### config.mk
export PLATFORM = sky130hd
export DESIGN_NAME = uc_seq
export DESIGN_NICKNAME = d
export VERILOG_FILES = /design/src/rtl/uc_seq.sv
export SDC_FILE = /design/constraint.sdc
export NUM_CORES = 1
export LEC_CHECK = 0
export CAP_MARGIN = 20
export CORE_UTILIZATION = 30
export CTS_BUF_LIST = sky130_fd_sc_hd__clkbuf_8 sky130_fd_sc_hd__clkbuf_16
export CTS_CLUSTER_SIZE = 30
export DETAILED_ROUTE_END_ITERATION = 10
export SYNTH_ARGS = -nofsm -noshare
export SYNTH_HDL_FRONTEND = slang
export SYNTH_SLANG_ARGS = --single-unit
### constraint.sdc
create_clock -name clk -period 2.25 [get_ports clk]
set_clock_uncertainty 0.05 [all_clocks]
set_input_delay 0.45 -clock clk [delete_from_list [all_inputs] [get_ports clk]]
set_output_delay 0.45 -clock clk [all_outputs]
set_load 0.01 [all_outputs]
### src/rtl/uc_seq.sv
// uc_seq: sequenced control unit for the single-cycle datapath.
// Decodes opcode/z into datapath strobes, stalls IN/OUT until the port is
// ready (bounded by IO_TIMEOUT), tracks call/data stack depth and halts.
// Optional macro UC_STACK_GUARD_EN: when defined, stack over/underflow
// instructions are suppressed and flagged in err[1].
module uc_seq #(
    parameter int CALL_DEPTH = 16,
    parameter int DATA_DEPTH = 64,
    parameter int IO_TIMEOUT = 255
) (
    input  logic       clk,
    input  logic       reset,
    input  logic [5:0] opcode,
    input  logic       z,
    input  logic       io_ready,
    output logic       s_inc,
    output logic       pc_en,
    output logic       we3,
    output logic       wez,
    output logic       s_we_port,
    output logic       s_we_stack,
    output logic       s_jalret,
    output logic       s_we_stack_data,
    output logic       s_pushpop,
    output logic [2:0] op_alu,
    output logic [1:0] sel_inputs,
    output logic       halted,
    output logic [2:0] err
);

    localparam int CW = $clog2(CALL_DEPTH + 1);
    localparam int DW = $clog2(DATA_DEPTH + 1);
    localparam logic [CW-1:0] CALL_MAX = CW'(CALL_DEPTH);
    localparam logic [DW-1:0] DATA_MAX = DW'(DATA_DEPTH);
    localparam logic [7:0]    IO_TO    = 8'(IO_TIMEOUT);

    typedef enum logic [1:0] {
        ST_RUN     = 2'b00,
        ST_IO_WAIT = 2'b01,
        ST_HALT    = 2'b10
    } state_t;

    state_t        r_state;
    logic [7:0]    r_wait_cnt;
    logic [CW-1:0] r_call_cnt;
    logic [DW-1:0] r_data_cnt;
    logic [2:0]    r_err;

    // raw decode results
    logic       w_d_inc, w_d_we3, w_d_wez, w_d_we_port, w_d_we_stack;
    logic       w_d_jalret, w_d_we_sd, w_d_pushpop;
    logic [2:0] w_d_alu;
    logic [1:0] w_d_sel;
    logic       w_is_io, w_is_jal, w_is_ret, w_is_push, w_is_pop;
    logic       w_is_halt, w_is_illegal;

    // stack guard blocking conditions
    logic w_blk_jal, w_blk_ret, w_blk_push, w_blk_pop, w_blocked;

    // decode after the stack guard has been applied
    logic w_g_inc, w_g_we3, w_g_we_stack, w_g_we_sd;

    // IO_WAIT completes on ready or when the wait budget is used up
    logic w_io_done;

    // Instruction decode: opcode and z to raw strobes and class flags.
    always_comb begin
        w_d_inc      = 1'b1;
        w_d_we3      = 1'b0;
        w_d_wez      = 1'b0;
        w_d_we_port  = 1'b0;
        w_d_we_stack = 1'b0;
        w_d_jalret   = 1'b0;
        w_d_we_sd    = 1'b0;
        w_d_pushpop  = 1'b0;
        w_d_alu      = 3'b000;
        w_d_sel      = 2'b00;
        w_is_io      = 1'b0;
        w_is_jal     = 1'b0;
        w_is_ret     = 1'b0;
        w_is_push    = 1'b0;
        w_is_pop     = 1'b0;
        w_is_halt    = 1'b0;
        w_is_illegal = 1'b0;
        casez (opcode)
            6'b0?????: begin
                w_d_we3 = 1'b1;
                w_d_wez = 1'b1;
                w_d_alu = opcode[4:2];
            end
            6'b1000??: begin
                w_d_we3 = 1'b1;
                w_d_sel = 2'b11;
            end
            6'b100100: begin
                w_d_we3 = 1'b1;
                w_d_sel = 2'b01;
                w_is_io = 1'b1;
            end
            6'b100101: begin
                w_d_we_port = 1'b1;
                w_is_io     = 1'b1;
            end
            6'b100110: begin
                w_d_we_sd   = 1'b1;
                w_d_pushpop = 1'b1;
                w_is_push   = 1'b1;
            end
            6'b100111: begin
                w_d_we_sd   = 1'b1;
                w_d_pushpop = 1'b0;
                w_d_we3     = 1'b1;
                w_d_sel     = 2'b10;
                w_is_pop    = 1'b1;
            end
            6'b101000: w_d_inc = 1'b0;
            6'b101001: w_d_inc = ~z;
            6'b101010: w_d_inc = z;
            6'b101011: begin
                w_d_inc      = 1'b0;
                w_d_we_stack = 1'b1;
                w_d_jalret   = 1'b0;
                w_is_jal     = 1'b1;
            end
            6'b101100: begin
                w_d_inc      = 1'b0;
                w_d_we_stack = 1'b1;
                w_d_jalret   = 1'b1;
                w_is_ret     = 1'b1;
            end
            6'b111111: w_is_halt = 1'b1;
            default:   w_is_illegal = 1'b1;
        endcase
    end

`ifdef UC_STACK_GUARD_EN
    assign w_blk_jal  = w_is_jal  && (r_call_cnt == CALL_MAX);
    assign w_blk_ret  = w_is_ret  && (r_call_cnt == {CW{1'b0}});
    assign w_blk_push = w_is_push && (r_data_cnt == DATA_MAX);
    assign w_blk_pop  = w_is_pop  && (r_data_cnt == {DW{1'b0}});
`else
    assign w_blk_jal  = 1'b0;
    assign w_blk_ret  = 1'b0;
    assign w_blk_push = 1'b0;
    assign w_blk_pop  = 1'b0;
`endif

    assign w_blocked    = w_blk_jal | w_blk_ret | w_blk_push | w_blk_pop;
    // a blocked JAL/RET degrades to a NOP that falls through to PC+1
    assign w_g_inc      = w_d_inc | w_blk_jal | w_blk_ret;
    assign w_g_we_stack = w_d_we_stack & ~(w_blk_jal | w_blk_ret);
    assign w_g_we_sd    = w_d_we_sd & ~(w_blk_push | w_blk_pop);
    assign w_g_we3      = w_d_we3 & ~w_blk_pop;
    assign w_io_done    = io_ready || (r_wait_cnt == IO_TO);

    // Output strobes: guarded decode, gated by FSM state and reset.
    always_comb begin
        s_inc           = w_g_inc;
        pc_en           = 1'b1;
        we3             = w_g_we3;
        wez             = w_d_wez;
        s_we_port       = w_d_we_port;
        s_we_stack      = w_g_we_stack;
        s_jalret        = w_d_jalret;
        s_we_stack_data = w_g_we_sd;
        s_pushpop       = w_d_pushpop;
        op_alu          = w_d_alu;
        sel_inputs      = w_d_sel;
        halted          = 1'b0;
        case (r_state)
            ST_RUN: begin
                if (w_is_io && !io_ready) begin
                    pc_en     = 1'b0;
                    we3       = 1'b0;
                    s_we_port = 1'b0;
                end else if (w_is_halt) begin
                    pc_en = 1'b0;
                end else begin
                    pc_en = 1'b1;
                end
            end
            ST_IO_WAIT: begin
                if (w_io_done) begin
                    pc_en = 1'b1;
                end else begin
                    pc_en           = 1'b0;
                    we3             = 1'b0;
                    wez             = 1'b0;
                    s_we_port       = 1'b0;
                    s_we_stack      = 1'b0;
                    s_we_stack_data = 1'b0;
                end
            end
            default: begin
                // HALT (and any unreachable encoding): everything idle, PC frozen
                s_inc           = 1'b1;
                pc_en           = 1'b0;
                we3             = 1'b0;
                wez             = 1'b0;
                s_we_port       = 1'b0;
                s_we_stack      = 1'b0;
                s_jalret        = 1'b0;
                s_we_stack_data = 1'b0;
                s_pushpop       = 1'b0;
                op_alu          = 3'b000;
                sel_inputs      = 2'b00;
                halted          = (r_state == ST_HALT);
            end
        endcase
        if (reset) begin
            pc_en           = 1'b0;
            we3             = 1'b0;
            wez             = 1'b0;
            s_we_port       = 1'b0;
            s_we_stack      = 1'b0;
            s_we_stack_data = 1'b0;
        end else begin
            pc_en = pc_en;
        end
    end

    assign err = r_err;

    // Sequencer state, IO wait counter, stack depth counters and sticky errors.
    always_ff @(posedge clk or posedge reset) begin
        if (reset) begin
            r_state    <= ST_RUN;
            r_wait_cnt <= 8'd0;
            r_call_cnt <= {CW{1'b0}};
            r_data_cnt <= {DW{1'b0}};
            r_err      <= 3'b000;
        end else begin
            case (r_state)
                ST_RUN: begin
                    if (w_is_io && !io_ready) begin
                        r_state    <= ST_IO_WAIT;
                        r_wait_cnt <= 8'd0;
                    end else if (w_is_halt) begin
                        r_state <= ST_HALT;
                    end else begin
                        r_state <= ST_RUN;
                    end
                end
                ST_IO_WAIT: begin
                    if (io_ready) begin
                        r_state <= ST_RUN;
                    end else if (r_wait_cnt == IO_TO) begin
                        r_state  <= ST_RUN;
                        r_err[0] <= 1'b1;
                    end else begin
                        r_wait_cnt <= r_wait_cnt + 8'd1;
                    end
                end
                ST_HALT: r_state <= ST_HALT;
                default: r_state <= ST_RUN;
            endcase

            // depth counters move only on committed, unblocked stack ops and saturate
            if (pc_en && w_is_jal && !w_blk_jal && (r_call_cnt != CALL_MAX)) begin
                r_call_cnt <= r_call_cnt + {{(CW-1){1'b0}}, 1'b1};
            end else if (pc_en && w_is_ret && !w_blk_ret && (r_call_cnt != {CW{1'b0}})) begin
                r_call_cnt <= r_call_cnt - {{(CW-1){1'b0}}, 1'b1};
            end else begin
                r_call_cnt <= r_call_cnt;
            end

            if (pc_en && w_is_push && !w_blk_push && (r_data_cnt != DATA_MAX)) begin
                r_data_cnt <= r_data_cnt + {{(DW-1){1'b0}}, 1'b1};
            end else if (pc_en && w_is_pop && !w_blk_pop && (r_data_cnt != {DW{1'b0}})) begin
                r_data_cnt <= r_data_cnt - {{(DW-1){1'b0}}, 1'b1};
            end else begin
                r_data_cnt <= r_data_cnt;
            end

            if ((r_state == ST_RUN) && w_is_illegal) begin
                r_err[2] <= 1'b1;
            end else begin
                r_err[2] <= r_err[2];
            end

            if ((r_state == ST_RUN) && w_blocked) begin
                r_err[1] <= 1'b1;
            end else begin
                r_err[1] <= r_err[1];
            end
        end
    end

endmodule
### After elaboration in Yosys (flattened, before gate mapping)

Index checks and enable logic that the tools add are counted.

| storage, ports and cells | value |
|---|---|
| flip-flop bits (word level) | 12 |
| input port bits | 10 |
| output and inout bits | 18 |
| word-level logic and storage cells | 91 |

| cells by class | value |
|---|---|
| $add $sub $neg | 1 |
| eq/ne operators | 18 |
| mux-type cells | 50 |
| bitwise logic cells | 3 |
| reductions and logical operators | 15 |

Operator list:

| cell | number |
|---|---|
| $eq 6x6->1 const B | 10 |
| $mux 1 | 30 |
| $mux 8 | 3 |
| $pmux 8 s2 | 1 |
| $pmux 1 s2 | 6 |
| $pmux 2 s3 | 2 |
| $reduce_or 12->1 | 1 |
| $mux 2 | 5 |
| $add 8x1->8 const B | 1 |
| $eq 8x8->1 const B | 1 |
| $reduce_or 2->1 | 4 |
| $mux 3 | 2 |
| $ne 2x2->1 const B | 3 |
| $eq 4x4->1 const B | 1 |
| $reduce_and 4->1 | 1 |
| $reduce_or 4->1 | 1 |
| $ne 3x3->1 const B | 1 |
| $not 1->1 | 3 |
| $pmux 1 s3 | 1 |
| $reduce_and 3->1 | 1 |
| $reduce_or 3->1 | 1 |
| $eq 2x1->1 const B | 1 |
| $eq 2x2->1 const B | 1 |
| $logic_and 1x1->1 | 2 |
| 4 further kinds | 4 |

### Logic depth before layout (Yosys ltp)

Gate-level depths: netlist (run 1).

| depth | value |
|---|---|
| word-level depth | 7 |
| gate-level depth with buffers | 5 |
| depth with buffers taken out | 5 |

### Worst setup path before layout (run 1)

OpenSTA, ideal clock, no wires.

| timing | value |
|---|---|
| path kind | register -> output |
| start | register r_wait_cnt[0] |
| end | output s_we_stack |
| data arrival time | 1.723 ns |
| required time | 1.750 ns |
| path slack | 0.027 ns |
| stages on the path, launching flop included | 6 |
| buffers on the path | 0 |
| cells stage by stage | dfrtp_1 ha_1 and4_1 a21oi_1 a211o_1 nor4b_1 |

| between the ends | value |
|---|---|
| longest elaborated chain between the ends | 5 |

RTL lines:

| what | RTL line | source |
|---|---|---|
| start, declared | 44 | `logic [7:0] r_wait_cnt;` |
| start signal, assigned | 251 | `r_wait_cnt <= r_wait_cnt + 8'd1;` |
| $eq 8x8->1 | 154 | `assign w_io_done = io_ready \|\| (r_wait_cnt == IO_TO);` |
| $logic_or 1x1->1 | 154 |  |
| $mux 1 | 183 | `if (w_io_done) begin` |
| $pmux 1 s2 | 170 | `case (r_state)` |
| $mux 1 | 210 | `if (reset) begin` |
| end, declared | 21 | `output logic s_we_stack,` |

Every way passes these cells.

### Worst setup path in the final report (run 1)

| timing | value |
|---|---|
| start | register r_wait_cnt[1] |
| end | output s_we_stack |

Same word-level chain as after synthesis.

==> PnR_summary.wiki, run 1 <==
{| class="wikitable"
! Metric !! Value
|-
| Pre-CTS setup slack || -0.795 ns
|-
| Count of routing violations after the opening detailed-route iteration || 38
|-
| Number of detailed-route iterations in the first pass || 4
|-
| Synth Flop Type || sky130_fd_sc_hd__dfrtp_1
|-
| Worst-case clock buffer depth || 2
|-
| Worst vdd rail ir drop || 0.000463 V
|-
| Number of synthesized flops with an enable pin || 0
|-
| Average footprint of a synthesized cell || just over 8 µm²
|-
| Std-Cell Core Area || roughly 3100 µm²
|-
| Final HPWL DP || between 2000 and 2500 µm
|-
| Weighted congestion at the end of routability-driven global placement || 0.853
|-
| Total DRC errors in the routed layout || 0
|-
| First-pass GRT wire length || 5160 µm
|-
| Synthesized netlist cell count || 121
|-
| Total global routing track utilization || 19.5%
|-
| Rows || 20
|-
| Clock transition at the register clock pins on the worst setup and hold paths after CTS || 0.05 ns
|-
| Beginning of the worst hold path || err[2]
|-
| Number of setup violations in the final report || 4
|-
| Antenna violation net count after detailed routing || 0
|-
| Chip width || 59.2 µm
|-
| Yosys top cell area share || a little over 30%
|-
| Maximum level of the CTS H-tree || 1
|-
| Number of antenna violations at the first check in global routing || 0
|-
| Fill cells || approximately 310
|-
| Kind of start point of the critical path || flop
|-
| Vias in the first global route || 1105
|-
| Worst path cell trace || ha_2, and4_4, a21oi_2, a211o_4, nor4b_2, buf_2
|-
| Register area share after synthesis || between 30% and 40%
|-
| Startpoint of the most critical setup path || r_wait_cnt[1]
|-
| Distinct cells, synth || 47
|-
| Leading cell types in the layout, fill and taps excluded || sky130_fd_sc_hd__buf_4 (45), sky130_fd_sc_hd__nand2_1 (14), sky130_fd_sc_hd__dfrtp_1 (12)
|-
| I/O Buffers || 26
|-
| Destination of the worst register-to-register timing path || r_wait_cnt[3]
|-
| Clock Root Buffer || sky130_fd_sc_hd__clkbuf_8
|-
| Post-synthesis register bit count || 12
|-
| Violations in the final reports || negative setup slack
|-
| Class of the most critical setup path || reg2out
|-
| Detail-routed via count per cell || approximately 5.1
|-
| Net count, final || 200
|-
| Shortest clock period the worst path allows after layout || 2.37 ns
|-
| FF-to-FF setup slack || 0.50 ns
|-
| Category of the worst setup path capture point || output port
|-
| Path category of the worst min-delay check || reg2reg
|-
| Total power || 0.841 mW
|-
| Post-CTS Hold Fix Bufs || 0
|-
| RSZ-0062 raised after global routing || true
|-
| Share of cells above drive strength 1 || 46.3%
|-
| Maximum number of pins on one net before global-route repair || 13
|-
| Grt ovf || 0
|-
| Syn. warnings || 0
|-
| Total number of vias || 1187
|-
| Total nets after synthesis || 132
|-
| Least setup slack across all paths after layout || -0.118 ns
|-
| Worst-path fanout max || 5
|-
| DRT Wirelength || 3180 µm
|-
| Share of flip-flops with an asynchronous set or reset || 100%
|-
| Crit path required time || 1.75 ns
|-
| Number of diodes || 0
|-
| Pins Over Slew Limit || 0
|-
| Clk Latency, worst-skew pair || around 0.25 ns
|-
| Syn Std Cell Area || 981 µm²
|-
| CTS tree || yes
|-
| Total power divided by cell area || around 500 nW/µm²
|-
| Number of buffers and inverters on the critical path || 1
|-
| Depth of the most critical reg-to-reg path || 7
|-
| Most common cell after layout, fill and taps aside || sky130_fd_sc_hd__buf_4
|-
| Final number of hold-violating endpoints || 0
|-
| Cell taking the most area after synthesis || sky130_fd_sc_hd__dfrtp_1
|-
| Result of the run || finished, violations left
|-
| Leakage || 0.778 nW
|-
| Cell family contributing the most delay on the critical path || compound AO/OA/AOI/OAI gates
|-
| CTS Sinks || 12
|-
| Worst hold path cell count || 1
|-
| Slowest cell on the critical path || sky130_fd_sc_hd__a211o_4
|-
| Critical R2R Launch || r_wait_cnt[1]
|-
| Starting utilization of the core area || 31.9%
|-
| Routed WL per cell || 13.7 µm
|-
| Maximum operating frequency || approximately 420 MHz
|-
| Number of I/O pins || 28
|-
| Floorplan die area || 3500 µm²
|-
| Share of the cycle needed by the critical path after routing || 105%
|-
| Leading cell types by total area after synthesis || sky130_fd_sc_hd__dfrtp_1 (31%), sky130_fd_sc_hd__nand2_1 (5.4%), sky130_fd_sc_hd__nor2_1 (5.0%)
|-
| Delay contributed by the slowest stage of the critical path || 0.38 ns
|-
| Floorplan die height || 59.2 µm
|-
| Area Growth Syn to Fin || 68.6%
|-
| Crit path arrival time || 1.87 ns
|-
| CTS buffer count || 3
|-
| Count of max-cap constraint violations || 0
|-
| Worst hold endpoint || err[2]
|}
[what timing repair did]
item / CTS / global route
buffers inserted: 4 / 0
setup endpoints to repair: 14 / 11
pin swaps: 5 / 4
gates resized for setup: 60 / 11
[cells by family after synthesis]
logic type / count (synthesis) / synth area share, %
AND/OR/NAND/NOR: 59 / 33.5
adder cells (fa/ha/maj): 1 / 1.28
multiplexers: 1 / 1.02
flip-flops: 12 / 30.6
XOR/XNOR: 1 / 0.893
buffers and inverters: 14 / 5.99
other: 1 / 0.382
AO/OA/AOI/OAI: 32 / 26.3
[per-stage QoR]
stage               hold WS (ns)  cell area (µm²)  std cells  setup TNS (ns)  utilization (%)
CTS                        0.412             1650        232          -0.297             53.7
global placement           0.394             1570        224           -7.12             50.9
global route               0.418             1650        232          -0.535             53.7
floorplan                  0.265              981        121               0                -
detailed placement         0.400             1570        224           -7.80             50.9
finish                     0.407             1650        232          -0.297             53.7
[worst max-delay path by stage]
stage,to,slack [ns],depth (start not counted)
after floorplan,s_we_stack,0.03,5
after CTS,s_we_stack,-0.10,6
after detailed placement,pc_en,-0.79,6
after global routing,s_we_stack,-0.16,6
final,s_we_stack,-0.12,6
after global placement,pc_en,-0.74,6
[registers in the layout (all words and copies together), names as in the netlist]
signal and flops:
r_state 2, r_wait_cnt 8, err 2
[synthesized netlist by cell type (all sizes together) (2+ instances only)]
| master | n |
|---|---|
| nor4 | 3 |
| inv | 6 |
| a21oi | 6 |
| o21ai | 5 |
| nor3 | 5 |
| nand2b | 2 |
| a221o | 3 |
| a211o | 4 |
| nor4b | 3 |
| nand2 | 14 |
| dfrtp | 12 |
| clkbuf | 5 |
| a211oi | 2 |
| buf | 3 |
| and2 | 3 |
| nor2b | 4 |
| nand3 | 2 |
| o311a | 2 |
| a21o | 2 |
| or2 | 2 |
| nor2 | 13 |
[cell type report]
type                            instances  area [µm²]  area share [%]
Tap cell                               44        55.1            3.33
Clock buffer                            4        55.1            3.33
Sequential cell                        12         300            18.2
Inverter                                6        22.5            1.36
Timing Repair Buffer                   71         538            32.5
Multi-Input combinational cell         95         683            41.3
[report_power, final]
| part | total, mW | internal (mW) | switching, mW |
|---|---|---|---|
| registers | 0.266 | 0.245 | 0.0215 |
| clock network | 0.243 | 0.155 | 0.0876 |
| logic | 0.333 | 0.177 | 0.156 |
[layer usage]
metal  GRT usage [%]  part of all wire [%]  vias to the layer above
met4            6.80                  0.91                        0
met5               0                     0                        -
li1                -                     -                      580
met1            24.8                    45                      573
met2            33.7                    50                       32
met3            2.62                   4.6                        2
No activity file was read; power rests on OpenSTA's default activity.
==> inputs of run 2 (changes only) <==
--- a/config.mk
+++ b/config.mk
@@ -6,10 +6,12 @@
 export NUM_CORES = 1
 export LEC_CHECK = 0
 export CAP_MARGIN = 20
+export CORE_ASPECT_RATIO = 1.1
 export CORE_UTILIZATION = 30
 export CTS_BUF_LIST = sky130_fd_sc_hd__clkbuf_8 sky130_fd_sc_hd__clkbuf_16
 export CTS_CLUSTER_SIZE = 30
 export DETAILED_ROUTE_END_ITERATION = 10
+export SKIP_LAST_GASP = 1
 export SYNTH_ARGS = -nofsm -noshare
 export SYNTH_HDL_FRONTEND = slang
 export SYNTH_SLANG_ARGS = --single-unit
==> constraint.sdc (replaced) <==
create_clock -name clk -period 2.95 [get_ports clk]
set_clock_uncertainty 0.05 [all_clocks]
set_input_delay 0.59 -clock clk [delete_from_list [all_inputs] [get_ports clk]]
set_output_delay 0.59 -clock clk [all_outputs]
set_load 0.01 [all_outputs]
==> PnR_summary.wiki, run 2 (same netlist as run 1, synthesis figures left out) <==
{| class="wikitable"
! Metric !! Value
|-
| Result of the run || complete, no violations
|-
| CTS Sinks || 12
|-
| Shortest clock period the worst path allows after layout || approximately 2.9 ns
|-
| Worst-case clock buffer depth || 2
|-
| Number of setup violations in the final report || 0
|-
| Pre-CTS setup slack || -0.360 ns
|-
| Area Growth Syn to Fin || 52.9%
|-
| Maximum level of the CTS H-tree || 1
|-
| Leakage || 0.696 nW
|-
| Worst-path fanout max || 3
|-
| Floorplan die height || 62.0 µm
|-
| RSZ-0062 raised after global routing || false
|-
| Number of buffers and inverters on the critical path || 2
|-
| Non-filler cells, final || approximately 200
|-
| CTS buffer count || 3
|-
| Reg with most FFs || r_wait_cnt
|-
| Count of max-cap constraint violations || 0
|-
| Rows || 21
|-
| Leading cell types in the layout, fill and taps excluded || sky130_fd_sc_hd__buf_4 (27), sky130_fd_sc_hd__clkdlybuf4s50_1 (15), sky130_fd_sc_hd__nand2_1 (14)
|-
| Count of routing violations after the opening detailed-route iteration || 28
|-
| Vias in the first global route || slightly above 1000
|-
| Routed WL per cell || 13.3 µm
|-
| Total power divided by cell area || 400 nW/µm²
|-
| Remaining max-slew budget at the tightest pin || between 60% and 70%
|-
| Max reg flops || 8
|-
| Category of the worst setup path capture point || output port
|-
| Starting utilization of the core area || 31.9%
|-
| Setup TNS Final || 0 ns
|-
| Cell family contributing the most delay on the critical path || simple AND/OR/NAND/NOR gates
|-
| Worst path cell trace || clkdlybuf4s50_1, or3b_4, or2_2, nor3_1, dlygate4sd2_1
|-
| CTS tree || yes
|-
| Weighted congestion at the end of routability-driven global placement || ~0.85
|-
| Std-Cell Core Area || 3070 µm²
|-
| Kind of start point of the critical path || input pin
|-
| Total global routing track utilization || 15.9%
|-
| Maximum operating frequency || 346 MHz
|-
| Post-placement cell count || 197
|-
| Clock Root Buffer || sky130_fd_sc_hd__clkbuf_8
|-
| Total power || 0.600 mW
|-
| Total DRC errors in the routed layout || 0
|-
| Delay contributed by the slowest stage of the critical path || 0.49 ns
|-
| Net count, final || 182
|-
| Share of cells above drive strength 1 || 28.2%
|-
| Maximum number of pins on one net before global-route repair || 13
|-
| Slowest cell on the critical path || sky130_fd_sc_hd__clkdlybuf4s50_1
|-
| Crit path arrival time || 2.25 ns
|-
| Number of I/O pins || 28
|-
| Floorplan die area || roughly 3500 µm²
|-
| DR WL met2 || between 1000 and 1500 µm
|-
| Total number of vias || 1079
|-
| Grt ovf || 0
|-
| Chip width || 56.5 µm
|-
| Top routing layer in use || met4
|-
| Clock transition at the register clock pins on the worst setup and hold paths after CTS || about 0.05 ns
|-
| Final number of hold-violating endpoints || 0
|-
| Post-CTS Hold Fix Bufs || 0
|-
| Crit path required time || 2.31 ns
|-
| Path category of the worst min-delay check || reg2reg
|-
| Number of diodes || 0
|-
| Clk Latency, worst-skew pair || around 0.24 ns
|-
| Antenna violation net count after detailed routing || 0
|-
| Least setup slack across all paths after layout || between 0.05 and 0.06 ns
|-
| First-pass GRT wire length || approximately 4400 µm
|-
| Total met3 wirelength after detailed routing || about 140 µm
|-
| Fraction of the core area covered by cells at the end of the flow || 48.8%
|-
| Most common cell after layout, fill and taps aside || sky130_fd_sc_hd__buf_4
|-
| Final HPWL DP || 2110 µm
|-
| Worst Max-Slew Pin Slew || 0.503 ns
|-
| Number of detailed-route iterations in the first pass || 4
|-
| I/O Buffers || 26
|-
| Worst hold path cell count || 1
|-
| Crit path depth || 5
|-
| Share of the cycle needed by the critical path after routing || 98.1%
|-
| Detail-routed via count per cell || about 5.3
|-
| Pins Over Slew Limit || 0
|-
| Class of the most critical setup path || in2out
|-
| Worst vdd rail ir drop || 0.000344 V
|-
| Met1 Routed Length || between 1000 and 1500 µm
|-
| Number of antenna violations at the first check in global routing || 0
|-
| DRT Wirelength || 2720 µm
|-
| Depth of the most critical reg-to-reg path || 6
|}
run 2: changes by cell type in the layout (fill, tap and decap cells not counted), sizes merged:
cell           previous run  this run
buf                      53        27
clkbuf                    8         6
clkdlybuf4s15             2         0
clkdlybuf4s50             7        15
dlygate4sd2               4         8
run 2: timing repair:
| action | in CTS | in global routing |
|---|---|---|
| buffers inserted | 1 | 2 |
| setup endpoints to repair | 10 | 4 |
| pin swaps | 0 | 2 |
| gates resized for setup | 11 | 8 |
run 2: through the flow:
stage | instance area, µm² | hold slack [ns]
after floorplan | 981 | 0.405
after global placement | 1430 | 0.398
after detailed placement | 1430 | 0.404
after CTS | 1480 | 0.416
after global routing | 1500 | 0.456
final | 1500 | 0.419
run 2: report_power, final:
group,internal (mW),switching (mW),total [mW]
Clock,0.118,0.0594,0.177
Combinational,0.114,0.0904,0.205
Sequential,0.186,0.0321,0.219
run 2: worst paths after layout:
path / from / endpoint / slack [ns]
max in group asynchronous: reset / err[0] / 1.70
worst min register to register: err[2] / err[2] / 0.42
worst max-delay path: opcode[5] / s_pushpop / 0.06
min in group asynchronous: reset / r_wait_cnt[3] / 0.82
worst min-delay path: err[2] / err[2] / 0.42
worst max register to register: r_wait_cnt[1] / r_wait_cnt[6] / 1.23
run 2: layout make-up:
| type | count | area (µm²) |
|---|---|---|
| fillers | 298 | 1570 |
| multi-input cells | 95 | 634 |
| repair buffers | 53 | 445 |
| flip-flops and latches | 12 | 300 |
| clock buffers | 4 | 55.1 |
| well taps | 34 | 42.5 |
| inverters | 6 | 22.5 |
run 2: routing by layer:
| metal | vias up | global-route usage [%] |
|---|---|---|
| met2 | 30 | 30.4 |
| li1 | 543 | - |
| met3 | 2 | 1.66 |
| met5 | - | 0 |
| met1 | 504 | 19.3 |
| met4 | 0 | 4.18 |
==> inputs of run 3 (changes only) <==
--- a/config.mk
+++ b/config.mk
@@ -11,6 +11,7 @@
 export CTS_BUF_LIST = sky130_fd_sc_hd__clkbuf_8 sky130_fd_sc_hd__clkbuf_16
 export CTS_CLUSTER_SIZE = 30
 export DETAILED_ROUTE_END_ITERATION = 10
+export DONT_BUFFER_PORTS = 1
 export SKIP_LAST_GASP = 1
 export SYNTH_ARGS = -nofsm -noshare
 export SYNTH_HDL_FRONTEND = slang
==> PnR_summary.wiki, run 3 (same netlist as run 1, synthesis figures left out) <==
{| class="wikitable"
! Metric !! Value
|-
| Antenna violation net count after detailed routing || 0
|-
| Depth of the most critical reg-to-reg path || 5
|-
| Worst Max-Slew Pin Slew || roughly 0.5 ns
|-
| Worst-path fanout max || 6
|-
| Routed WL per cell || approximately 15 µm
|-
| Total power || between 0.5 and 0.6 mW
|-
| Grt ovf || 0
|-
| FF-to-FF setup slack || approximately 1.1 ns
|-
| Total DRC errors in the routed layout || 0
|-
| Number of detailed-route iterations in the first pass || 4
|-
| Kind of start point of the critical path || flop
|-
| RSZ-0062 raised after global routing || false
|-
| Critical R2R Launch || r_wait_cnt[0]
|-
| Total power divided by cell area || 491 nW/µm²
|-
| Most common cell after layout, fill and taps aside || sky130_fd_sc_hd__nand2_1
|-
| CTS Sinks || 12
|-
| Clk Latency, worst-skew pair || 0.25 ns
|-
| Fill cells || 319
|-
| Area taken by multi-input logic gates || 628 µm²
|-
| Post-CTS Repair Setup Buffers || 0
|-
| Maximum number of pins on one net before global-route repair || 16
|-
| Slowest cell on the critical path || sky130_fd_sc_hd__dfrtp_1
|-
| Reg with most FFs || r_wait_cnt
|-
| Crit path required time || 2.31 ns
|-
| Final HPWL DP || 1760 µm
|-
| Maximum operating frequency || 363 MHz
|-
| Number of buffers and inverters on the critical path || 0
|-
| Number of diodes || 0
|-
| Share of cells above drive strength 1 || 16.7%
|-
| Weighted congestion at the end of routability-driven global placement || 0.872
|-
| Number of antenna violations at the first check in global routing || 0
|-
| Delay contributed by the slowest stage of the critical path || 0.41 ns
|-
| First-pass GRT wire length || around 3700 µm
|-
| CTS tree || yes
|-
| Worst path cell trace || ha_1, and4_1, a21oi_1, a211o_1, a211oi_1
|-
| Critical path destination || we3
|-
| Count of routing violations after the opening detailed-route iteration || 56
|-
| Area Growth Syn to Fin || 9.18%
|-
| Worst vdd rail ir drop || 0.000221 V
|-
| Floorplan die height || a little over 60 µm
|-
| Startpoint of the most critical setup path || r_wait_cnt[0]
|-
| DRT Wirelength || roughly 2300 µm
|-
| Cell area after placement || 1010 µm²
|-
| Crit path depth || 5
|-
| Rows || 21
|-
| Result of the run || complete, no violations
|-
| Net count, final || ~130
|-
| Number of setup violations in the final report || 0
|-
| Destination of the worst register-to-register timing path || r_wait_cnt[1]
|-
| I/O Buffers || 0
|-
| Clock Root Buffer || sky130_fd_sc_hd__clkbuf_8
|-
| Maximum level of the CTS H-tree || 1
|-
| Leakage || 0.444 nW
|-
| Std-Cell Core Area || 3070 µm²
|-
| Total global routing track utilization || 13.6%
|-
| Class of the most critical setup path || reg2out
|-
| Leading cell types in the layout, fill and taps excluded || sky130_fd_sc_hd__nand2_1 (14), sky130_fd_sc_hd__nor2_1 (13), sky130_fd_sc_hd__dfrtp_1 (12)
|-
| Pins Over Slew Limit || 0
|-
| Cell family contributing the most delay on the critical path || compound AO/OA/AOI/OAI gates
|-
| Floorplan die area || 3500 µm²
|-
| Sequential cell area || around 300 µm²
|-
| CTS buffer count || 3
|-
| Setup TNS Final || 0 ns
|-
| Max reg flops || 8
|-
| Worst-case clock buffer depth || 2
|-
| Number of I/O pins || 28
|-
| Chip width || 56.5 µm
|-
| Cell area after layout || 1070 µm²
|-
| Clock transition at the register clock pins on the worst setup and hold paths after CTS || 0.06 ns
|-
| Detail-routed via count per cell || 5.97
|-
| Remaining max-slew budget at the tightest pin || 67.1%
|-
| Count of max-cap constraint violations || 0
|-
| Crit path arrival time || between 2 and 2.5 ns
|-
| Shortest clock period the worst path allows after layout || 2.75 ns
|-
| Starting utilization of the core area || 31.9%
|-
| Share of the cycle needed by the critical path after routing || 93.3%
|-
| Category of the worst setup path capture point || output port
|-
| Final number of hold-violating endpoints || 0
|-
| Path category of the worst min-delay check || in2async
|-
| Vias in the first global route || slightly above 800
|-
| Total number of vias || 919
|}
==> run 3: cell count changes in the layout (fill, tap and decap cells not counted), sizes merged <==
cell and change:
buf -24, dlygate4sd2 -8, clkbuf -2, clkdlybuf4s50 -15, dlymetal6s2s -1
==> run 3: power breakdown <==
part | leakage, nW | total [mW] | internal, mW | switching, mW
registers | 0.156 | 0.215 | 0.186 | 0.0282
logic | 0.259 | 0.127 | 0.0566 | 0.0705
clock network | 0.0288 | 0.184 | 0.118 | 0.0662
==> run 3: worst min-delay path by stage <==
stage	depth (start not counted)	slack, ns	endpoint
2_1_floorplan	1	0.40	err[0]
3_3_place_gp	1	0.46	r_wait_cnt[0]
3_5_place_dp	1	0.46	err[0]
4_1_cts	1	0.21	r_state[1]
5_1_grt	1	0.24	r_state[0]
6_report	1	0.19	r_state[1]
==> run 3: worst register-to-register path, stage by stage, from the launching register on <==
cell	delay (ns)
sky130_fd_sc_hd__dfrtp_1	0.42
sky130_fd_sc_hd__ha_1	0.28
sky130_fd_sc_hd__and4_1	0.21
sky130_fd_sc_hd__a21oi_1	0.39
sky130_fd_sc_hd__nor2_1	0.10
sky130_fd_sc_hd__a221o_1	0.28
==> run 3: metal layers <==
| metal | up-vias | global-route usage (%) | part of all wire (%) |
|---|---|---|---|
| met5 | - | 0 | 0 |
| li1 | 445 | - | - |
| met1 | 441 | 17.7 | 47 |
| met4 | 0 | 6.27 | 1.4 |
| met2 | 31 | 22.5 | 46 |
| met3 | 2 | 2.07 | 5.8 |
==> run 3: timing repair <==
action                     CTS  global route
setup endpoints to repair    0             1
resized for setup            0             1
hold buffers                 0             0
==> run 3: final cells by class <==
| type | count | area share (%) |
|---|---|---|
| Multi-Input combinational cell | 95 | 58.6 |
| Sequential cell | 12 | 28.0 |
| Clock buffer | 4 | 5.14 |
| Tap cell | 34 | 3.97 |
| Timing Repair Buffer | 3 | 2.10 |
| Inverter | 6 | 2.10 |
==> run 3: metrics by stage <==
step	std cells	utilization, %	setup slack, ns	hold slack (ns)
2_1_floorplan	121	-	0.540	0.405
3_3_place_gp	150	32.8	0.452	0.461
3_5_place_dp	150	32.8	0.330	0.465
4_1_cts	154	34.6	0.0425	0.213
5_1_grt	154	34.8	0.0990	0.244
6_report	154	34.8	0.198	0.187
